$ cat src/rtl/menu_pkg.sv
// Shared scan codes, FSM state type and option-count helper for the menu navigation controller.
package menu_pkg;

  localparam logic [7:0] KeyUp    = 8'h75;
  localparam logic [7:0] KeyDown  = 8'h72;
  localparam logic [7:0] KeyLeft  = 8'h6B;
  localparam logic [7:0] KeyRight = 8'h74;
  localparam logic [7:0] KeyEnter = 8'h5A;
  localparam logic [7:0] KeyEsc   = 8'h76;
  localparam logic [7:0] KeyBreak = 8'hF0;
  localparam logic [7:0] KeyExt   = 8'hE0;

  // Upper bound on items the count helper can address.
  localparam int unsigned MaxItems = 32;
  localparam int unsigned CountsW  = 8 * MaxItems;

  typedef enum logic [1:0] {
    StBrowse,
    StEdit,
    StView
  } menu_state_e;

  // Option count of item idx; 0 marks a full-screen view item.
  function automatic logic [7:0] item_count(input logic [CountsW-1:0] counts,
                                            input int unsigned idx);
    return counts[8*idx +: 8];
  endfunction

endpackage

$ cat src/rtl/ps2_key_event.sv
// Turns raw PS/2 bytes into press events: E0 prefixes pass through, F0 swallows the next byte.
module ps2_key_event
  import menu_pkg::*;
(
  input  logic       clk,
  input  logic       reset_n,
  input  logic [7:0] key_code,
  input  logic       key_valid,
  output logic       press_valid,
  output logic [7:0] press_code
);

  logic break_q, break_d;

  always_comb begin
    break_d = break_q;
    if (key_valid) begin
      if (key_code == KeyBreak) begin
        break_d = 1'b1;
      end else if (key_code != KeyExt) begin
        // The byte after F0 is the released key; consume it and clear.
        break_d = 1'b0;
      end
    end
  end

  always_ff @(posedge clk or negedge reset_n) begin
    if (!reset_n) begin
      break_q <= 1'b0;
    end else begin
      break_q <= break_d;
    end
  end

  assign press_valid = key_valid && (key_code != KeyBreak) && (key_code != KeyExt) && !break_q;
  assign press_code  = key_code;

endmodule

$ cat src/rtl/menu_nav_ctrl.sv
// Menu cursor / option-edit / view-mode controller driven by PS/2 press events.
// Define MENU_WRAP_EN to make cursor and option steps wrap instead of saturate.
module menu_nav_ctrl
  import menu_pkg::*;
#(
  parameter int unsigned                 NUM_ITEMS  = 4,
  parameter int unsigned                 MAX_OPTS   = 5,
  parameter logic [8*NUM_ITEMS-1:0]      OPT_COUNTS = 32'h02_05_02_00,
  parameter int unsigned                 ITEM_W     = $clog2(NUM_ITEMS),
  parameter int unsigned                 OPT_W      = $clog2(MAX_OPTS)
) (
  input  logic                       clk,
  input  logic                       reset_n,
  input  logic [7:0]                 key_code,
  input  logic                       key_valid,
  output logic [ITEM_W-1:0]          cursor,
  output logic                       editing,
  output logic                       view_mode,
  output logic [NUM_ITEMS*OPT_W-1:0] opt_sel,
  output logic                       opt_update,
  output logic [ITEM_W-1:0]          upd_item
);

`ifdef MENU_WRAP_EN
  localparam bit WrapEn = 1'b1;
`else
  localparam bit WrapEn = 1'b0;
`endif

  localparam logic [CountsW-1:0] CountsExt = CountsW'(OPT_COUNTS);
  localparam logic [ITEM_W-1:0]  LastItem  = ITEM_W'(NUM_ITEMS - 1);

  if (NUM_ITEMS < 2 || NUM_ITEMS > MaxItems) begin : g_bad_items
    $error("menu_nav_ctrl: NUM_ITEMS out of range");
  end
  if (MAX_OPTS < 2) begin : g_bad_opts
    $error("menu_nav_ctrl: MAX_OPTS must be at least 2");
  end

  logic        press_valid;
  logic [7:0]  press_code;

  ps2_key_event u_key_event (
    .clk         (clk),
    .reset_n     (reset_n),
    .key_code    (key_code),
    .key_valid   (key_valid),
    .press_valid (press_valid),
    .press_code  (press_code)
  );

  menu_state_e       state_q, state_d;
  logic [ITEM_W-1:0] cursor_q, cursor_d;
  logic [OPT_W-1:0]  opt_sel_q [NUM_ITEMS];
  logic [OPT_W-1:0]  opt_sel_d [NUM_ITEMS];
  logic              opt_update_q, opt_update_d;
  logic [ITEM_W-1:0] upd_item_q, upd_item_d;

  logic [OPT_W-1:0]  max_opt [NUM_ITEMS];
  logic              is_view [NUM_ITEMS];

  for (genvar i = 0; i < NUM_ITEMS; i++) begin : g_items
    localparam logic [7:0] Cnt = item_count(CountsExt, i);
    if (Cnt > MAX_OPTS || (Cnt != 0 && (int'(Cnt) - 1) >= (1 << OPT_W))) begin : g_bad_cnt
      $error("menu_nav_ctrl: option count does not fit OPT_W");
    end
    assign is_view[i] = (Cnt == 8'd0);
    assign max_opt[i] = (Cnt == 8'd0) ? '0 : OPT_W'(Cnt - 8'd1);
    assign opt_sel[i*OPT_W +: OPT_W] = opt_sel_q[i];
  end

  logic [OPT_W-1:0] cur_opt, cur_max, opt_inc, opt_dec;

  always_comb begin
    cur_opt = opt_sel_q[cursor_q];
    cur_max = max_opt[cursor_q];
    opt_inc = (cur_opt == cur_max) ? (WrapEn ? '0 : cur_max) : cur_opt + OPT_W'(1);
    opt_dec = (cur_opt == '0) ? (WrapEn ? cur_max : '0) : cur_opt - OPT_W'(1);
  end

  always_comb begin
    state_d      = state_q;
    cursor_d     = cursor_q;
    opt_sel_d    = opt_sel_q;
    opt_update_d = 1'b0;
    upd_item_d   = upd_item_q;

    if (press_valid) begin
      case (state_q)
        StBrowse: begin
          if (press_code == KeyUp) begin
            if (cursor_q != '0) begin
              cursor_d = cursor_q - ITEM_W'(1);
            end else if (WrapEn) begin
              cursor_d = LastItem;
            end
          end else if (press_code == KeyDown) begin
            if (cursor_q != LastItem) begin
              cursor_d = cursor_q + ITEM_W'(1);
            end else if (WrapEn) begin
              cursor_d = '0;
            end
          end else if (press_code == KeyEnter) begin
            state_d = is_view[cursor_q] ? StView : StEdit;
          end
        end

        StEdit: begin
          if (press_code == KeyRight || press_code == KeyLeft) begin
            opt_sel_d[cursor_q] = (press_code == KeyRight) ? opt_inc : opt_dec;
            // Saturated steps leave the value alone and must not pulse.
            if (opt_sel_d[cursor_q] != cur_opt) begin
              opt_update_d = 1'b1;
              upd_item_d   = cursor_q;
            end
          end else if (press_code == KeyEsc || press_code == KeyEnter) begin
            state_d = StBrowse;
          end
        end

        StView: begin
          if (press_code == KeyEsc) begin
            state_d = StBrowse;
          end
        end

        default: state_d = StBrowse;
      endcase
    end
  end

  always_ff @(posedge clk or negedge reset_n) begin
    if (!reset_n) begin
      state_q      <= StBrowse;
      cursor_q     <= '0;
      opt_sel_q    <= '{default: '0};
      opt_update_q <= 1'b0;
      upd_item_q   <= '0;
    end else begin
      state_q      <= state_d;
      cursor_q     <= cursor_d;
      opt_sel_q    <= opt_sel_d;
      opt_update_q <= opt_update_d;
      upd_item_q   <= upd_item_d;
    end
  end

  assign cursor     = cursor_q;
  assign editing    = (state_q == StEdit);
  assign view_mode  = (state_q == StView);
  assign opt_update = opt_update_q;
  assign upd_item   = upd_item_q;

endmodule

$ cat config.mk
export PLATFORM = sky130hd
export DESIGN_NAME = menu_nav_ctrl
export DESIGN_NICKNAME = d
export VERILOG_FILES = /design/src/rtl/menu_pkg.sv /design/src/rtl/ps2_key_event.sv /design/src/rtl/menu_nav_ctrl.sv
export SDC_FILE = /design/constraint.sdc
export NUM_CORES = 1
export LEC_CHECK = 0
export ABC_AREA = 1
export CAP_MARGIN = 30
export CORE_UTILIZATION = 40
export DETAILED_ROUTE_END_ITERATION = 16
export REMOVE_ABC_BUFFERS = 1
export SETUP_SLACK_MARGIN = 0.4
export SLEW_MARGIN = 25
export SYNTH_ARGS = -nofsm -noshare
export SYNTH_HDL_FRONTEND = slang
export SYNTH_HIERARCHICAL = 1
export SYNTH_SLANG_ARGS = --single-unit
$ cat constraint.sdc
create_clock -name clk -period 2.6 [get_ports clk]
set_input_delay 0.39 -clock clk [delete_from_list [all_inputs] [get_ports clk]]
set_output_delay 0.39 -clock clk [all_outputs]
set_load 0.03 [all_outputs]
==> impl_results.md <==
- Async set-reset flop share out of synthesis: 1.00
- Critical setup path kind: reg2reg
- Post-synth EDFFs: 0
- Clock root buffer: sky130_fd_sc_hd__clkbuf_8
- TritonCTS clock tree: done
- Initial antenna violation count: 0
- Max Freq: roughly 0.49 GHz
- Max IR drop VDD: 0.177 mV
- Reported max-cap violation count: 0
- Pins over their slew limit: 0
- Die H: 65.3 um
- Number of setup violations in the final report: 0
- Flop and latch count out of synthesis: 20
- Num CTS Buffers: 3
- Clock buffer depth: 2
- Post-synth top area share: 0.313
- Antenna Violating Nets Remaining: 0
- Area leader, netlist: sky130_fd_sc_hd__dfrtp_1
- Hold violation count in the final report: 0
- Overall die area: 4260 um^2
- Worst path setup slack after routing: between 0.5 and 0.6 ns
- Data arrival time at the worst-slack endpoint: between 2 and 2.5 ns
- RSZ-0062 raised after global routing: no
- Number of global-route vias before repair: 1248
- Result of the run: finished, final reports clean
- Cell Rows: 22
- Global route total overflow: 0
- Count of nets after finishing: 281
- Post-Syn Instances: 230
- Leakage power of the design: 1.02 nW
- Area Growth Syn to Fin: 31.1%
- Fraction of final layout cells with drive strength greater than 1: 0.215
- Post-Route Skew: 0.00263 ns
- Yosys Warn Count: 6
- Worst slew margin relative to its limit: 0.767
- Number of fillers in the final layout: slightly below 400
- First-pass GRT wire length: approximately 5.7 mm
- Quantity of hold-fixing buffers added after cts: 0
- Worst EP required: approximately 2.8 ns
- Utilization after layout: 0.560
- Post-route DRC violation count: 0
- Overall die width: between 60 and 70 um
- Effective utilization at floorplan: 0.427
- GRT Util Overall: 0.172
- Power density over the cells: about 470 nW/um^2
- Count of port buffers added during placement: 29
- Vias: approximately 1500
- Via density per instance: approximately 4.7
- Critical-path maximum fanout: 8
- Top cells by count, synth: sky130_fd_sc_hd__nand2_1 (69), sky130_fd_sc_hd__inv_1 (30), sky130_fd_sc_hd__nand3_1 (25)
- Post-Place Worst Slack: 0.0447 ns
- Startpoint type of the worst setup path: register
- Gpl congestion: about 0.81
- Clock period minus final worst setup slack: 2.06 ns
- Area post-placement: roughly 1900 um^2
- # H-tree levels: 1
- Proportion of synthesized chip area in sequential cells: 0.313
- Post-route worst hold slack: roughly 0.47 ns
- Library cells used by synthesis: 26
- Number of sinks on the clock net: 20
- Per-cell routed wire length: around 11 um
- Largest cells by area after synthesis: sky130_fd_sc_hd__dfrtp_1 (31%), sky130_fd_sc_hd__nand2_1 (16%), sky130_fd_sc_hd__nand3_1 (7.8%)
- Maximum number of pins on one net before global-route repair: 21
- Iteration-0 DRC count of the detailed router: 90
- Design area: between 2000 and 2500 um^2
- Antenna cells: 0
- Most numerous cell in the Yosys netlist: sky130_fd_sc_hd__nand2_1
- Insertion delay to the later sink of the worst-skew pair: 0.25 ns
- I/O pin count: 30
- Worst Setup End Kind: register
- Syn_area_per_cell: approximately 7.0 um^2
- DRT Wirelength: ~3.5 mm
- Power consumption: approximately 990 uW
- Total core area: between 3000 and 4000 um^2
- Summed instance area of the synthesized netlist: 1600 um^2
- Dpl hpwl: approximately 2.8 mm
- Least-Margin Pin Slew: around 0.35 ns
- Final critical-path share of the clock period: 0.791
- Ys flop type: sky130_fd_sc_hd__dfrtp_1
- Pre-Repair DR Iteration Count: 4
- Hold crit path type: in2async
- Clock transition time at the flip-flop clock pins of the worst setup and hold paths: ~0.07 ns
[worst max-delay path: stages, from the launching register on]
cell and delay, ns:
sky130_fd_sc_hd__dfrtp_2 0.47, sky130_fd_sc_hd__nand2_1 0.09, sky130_fd_sc_hd__nand2_1 0.05, sky130_fd_sc_hd__nand2_1 0.06, sky130_fd_sc_hd__nand2_2 0.09, sky130_fd_sc_hd__inv_2 0.10, sky130_fd_sc_hd__ha_4 0.15, sky130_fd_sc_hd__inv_1 0.04
sky130_fd_sc_hd__ha_1 0.18, sky130_fd_sc_hd__or2_4 0.28, sky130_fd_sc_hd__nand3_1 0.08, sky130_fd_sc_hd__nand2_1 0.06, sky130_fd_sc_hd__nand3_2 0.10, sky130_fd_sc_hd__nand2_2 0.07, sky130_fd_sc_hd__nand2_1 0.06, sky130_fd_sc_hd__nand2_1 0.04
[power by group]
| group | switching (mW) | internal, mW |
|---|---|---|
| clock | 0.0992 | 0.135 |
| sequential | 0.0227 | 0.329 |
| combinational | 0.252 | 0.156 |
[routing by layer]
| layer | global-route usage | vias to the layer above | wire, um |
|---|---|---|---|
| met1 | 0.258 | 648 | 1910 |
| met4 | 0.0652 | 0 | 29 |
| met3 | 0.0226 | 2 | 85 |
| met2 | 0.246 | 23 | 1520 |
| met5 | 0 | - | 0 |
| li1 | - | 801 | - |
[final cells by class]
class	count	area, um^2	area share
clock buffer	4	55.1	0.0262
timing repair buffer	41	380	0.181
sequential	20	503	0.240
inverter	35	136	0.0650
tap	48	60.1	0.0286
multi-input combinational	165	963	0.459
[stage by stage]
stage               setup TNS, ns  std cells
floorplan                       0        220
global placement          -0.0328        302
detailed placement              0        302
CTS                             0        309
global route                    0        313
finish                          0        313
[worst paths after layout]
check / from / end / slack [ns] / depth (start not counted)
max in group asynchronous: reset_n / cursor[0] / 1.91 / 2
max reg2reg: cursor[0] / upd_item[1] / 0.54 / 15
max: cursor[0] / upd_item[1] / 0.54 / 15
min: reset_n / state_q[0] / 0.47 / 2
min in group clk: upd_item[0] / upd_item[0] / 0.47 / 2
min reg2reg: upd_item[0] / upd_item[0] / 0.47 / 2
[what timing repair did]
| action | in CTS | in global routing |
|---|---|---|
| resized for setup | 7 | 16 |
| pin swaps | 3 | 6 |
| hold endpoints to repair | 0 | 0 |
| endpoints found under the setup margin | 10 | 15 |
| setup buffers | 3 | 4 |
[cells by family after synthesis]
logic type | synth area share
adder cells (fa/ha/maj) | 0.0313
buffers and inverters | 0.131
AO/OA/AOI/OAI | 0.0766
XOR/XNOR | 0.0109
flip-flops | 0.313
AND/OR/NAND/NOR | 0.437
[flip-flops by register name, summed over array words and instances, names as in the netlist]
name,cells
cursor,2
opt_sel,12
upd_item,2
opt_update,1
state_q,2
u_key_event/break_q,1
[cell usage in the layout (no fill, tap or decap), types with 2 or more instances in the layout]
cell type | Yosys | routed
sky130_fd_sc_hd__nor2_2 | 4 | 5
sky130_fd_sc_hd__nand3_2 | 5 | 7
sky130_fd_sc_hd__o21ai_0 | 12 | 11
sky130_fd_sc_hd__dfrtp_1 | 20 | 18
sky130_fd_sc_hd__nand3_1 | 25 | 22
sky130_fd_sc_hd__buf_4 | 9 | 12
sky130_fd_sc_hd__inv_1 | 30 | 29
sky130_fd_sc_hd__dfrtp_2 | 0 | 2
sky130_fd_sc_hd__nor2_1 | 15 | 11
sky130_fd_sc_hd__nand2_4 | 4 | 4
sky130_fd_sc_hd__clkdlybuf4s50_1 | 0 | 29
sky130_fd_sc_hd__nand2_2 | 5 | 6
sky130_fd_sc_hd__inv_2 | 5 | 4
sky130_fd_sc_hd__nand2_1 | 69 | 68
sky130_fd_sc_hd__o31ai_1 | 2 | 2
sky130_fd_sc_hd__nor2_4 | 0 | 3
sky130_fd_sc_hd__ha_1 | 4 | 3
sky130_fd_sc_hd__clkbuf_8 | 0 | 4
sky130_fd_sc_hd__inv_4 | 0 | 2
sky130_fd_sc_hd__o21bai_1 | 2 | 2
sky130_fd_sc_hd__nand4_1 | 8 | 8
(Power assumes the default switching activity.)
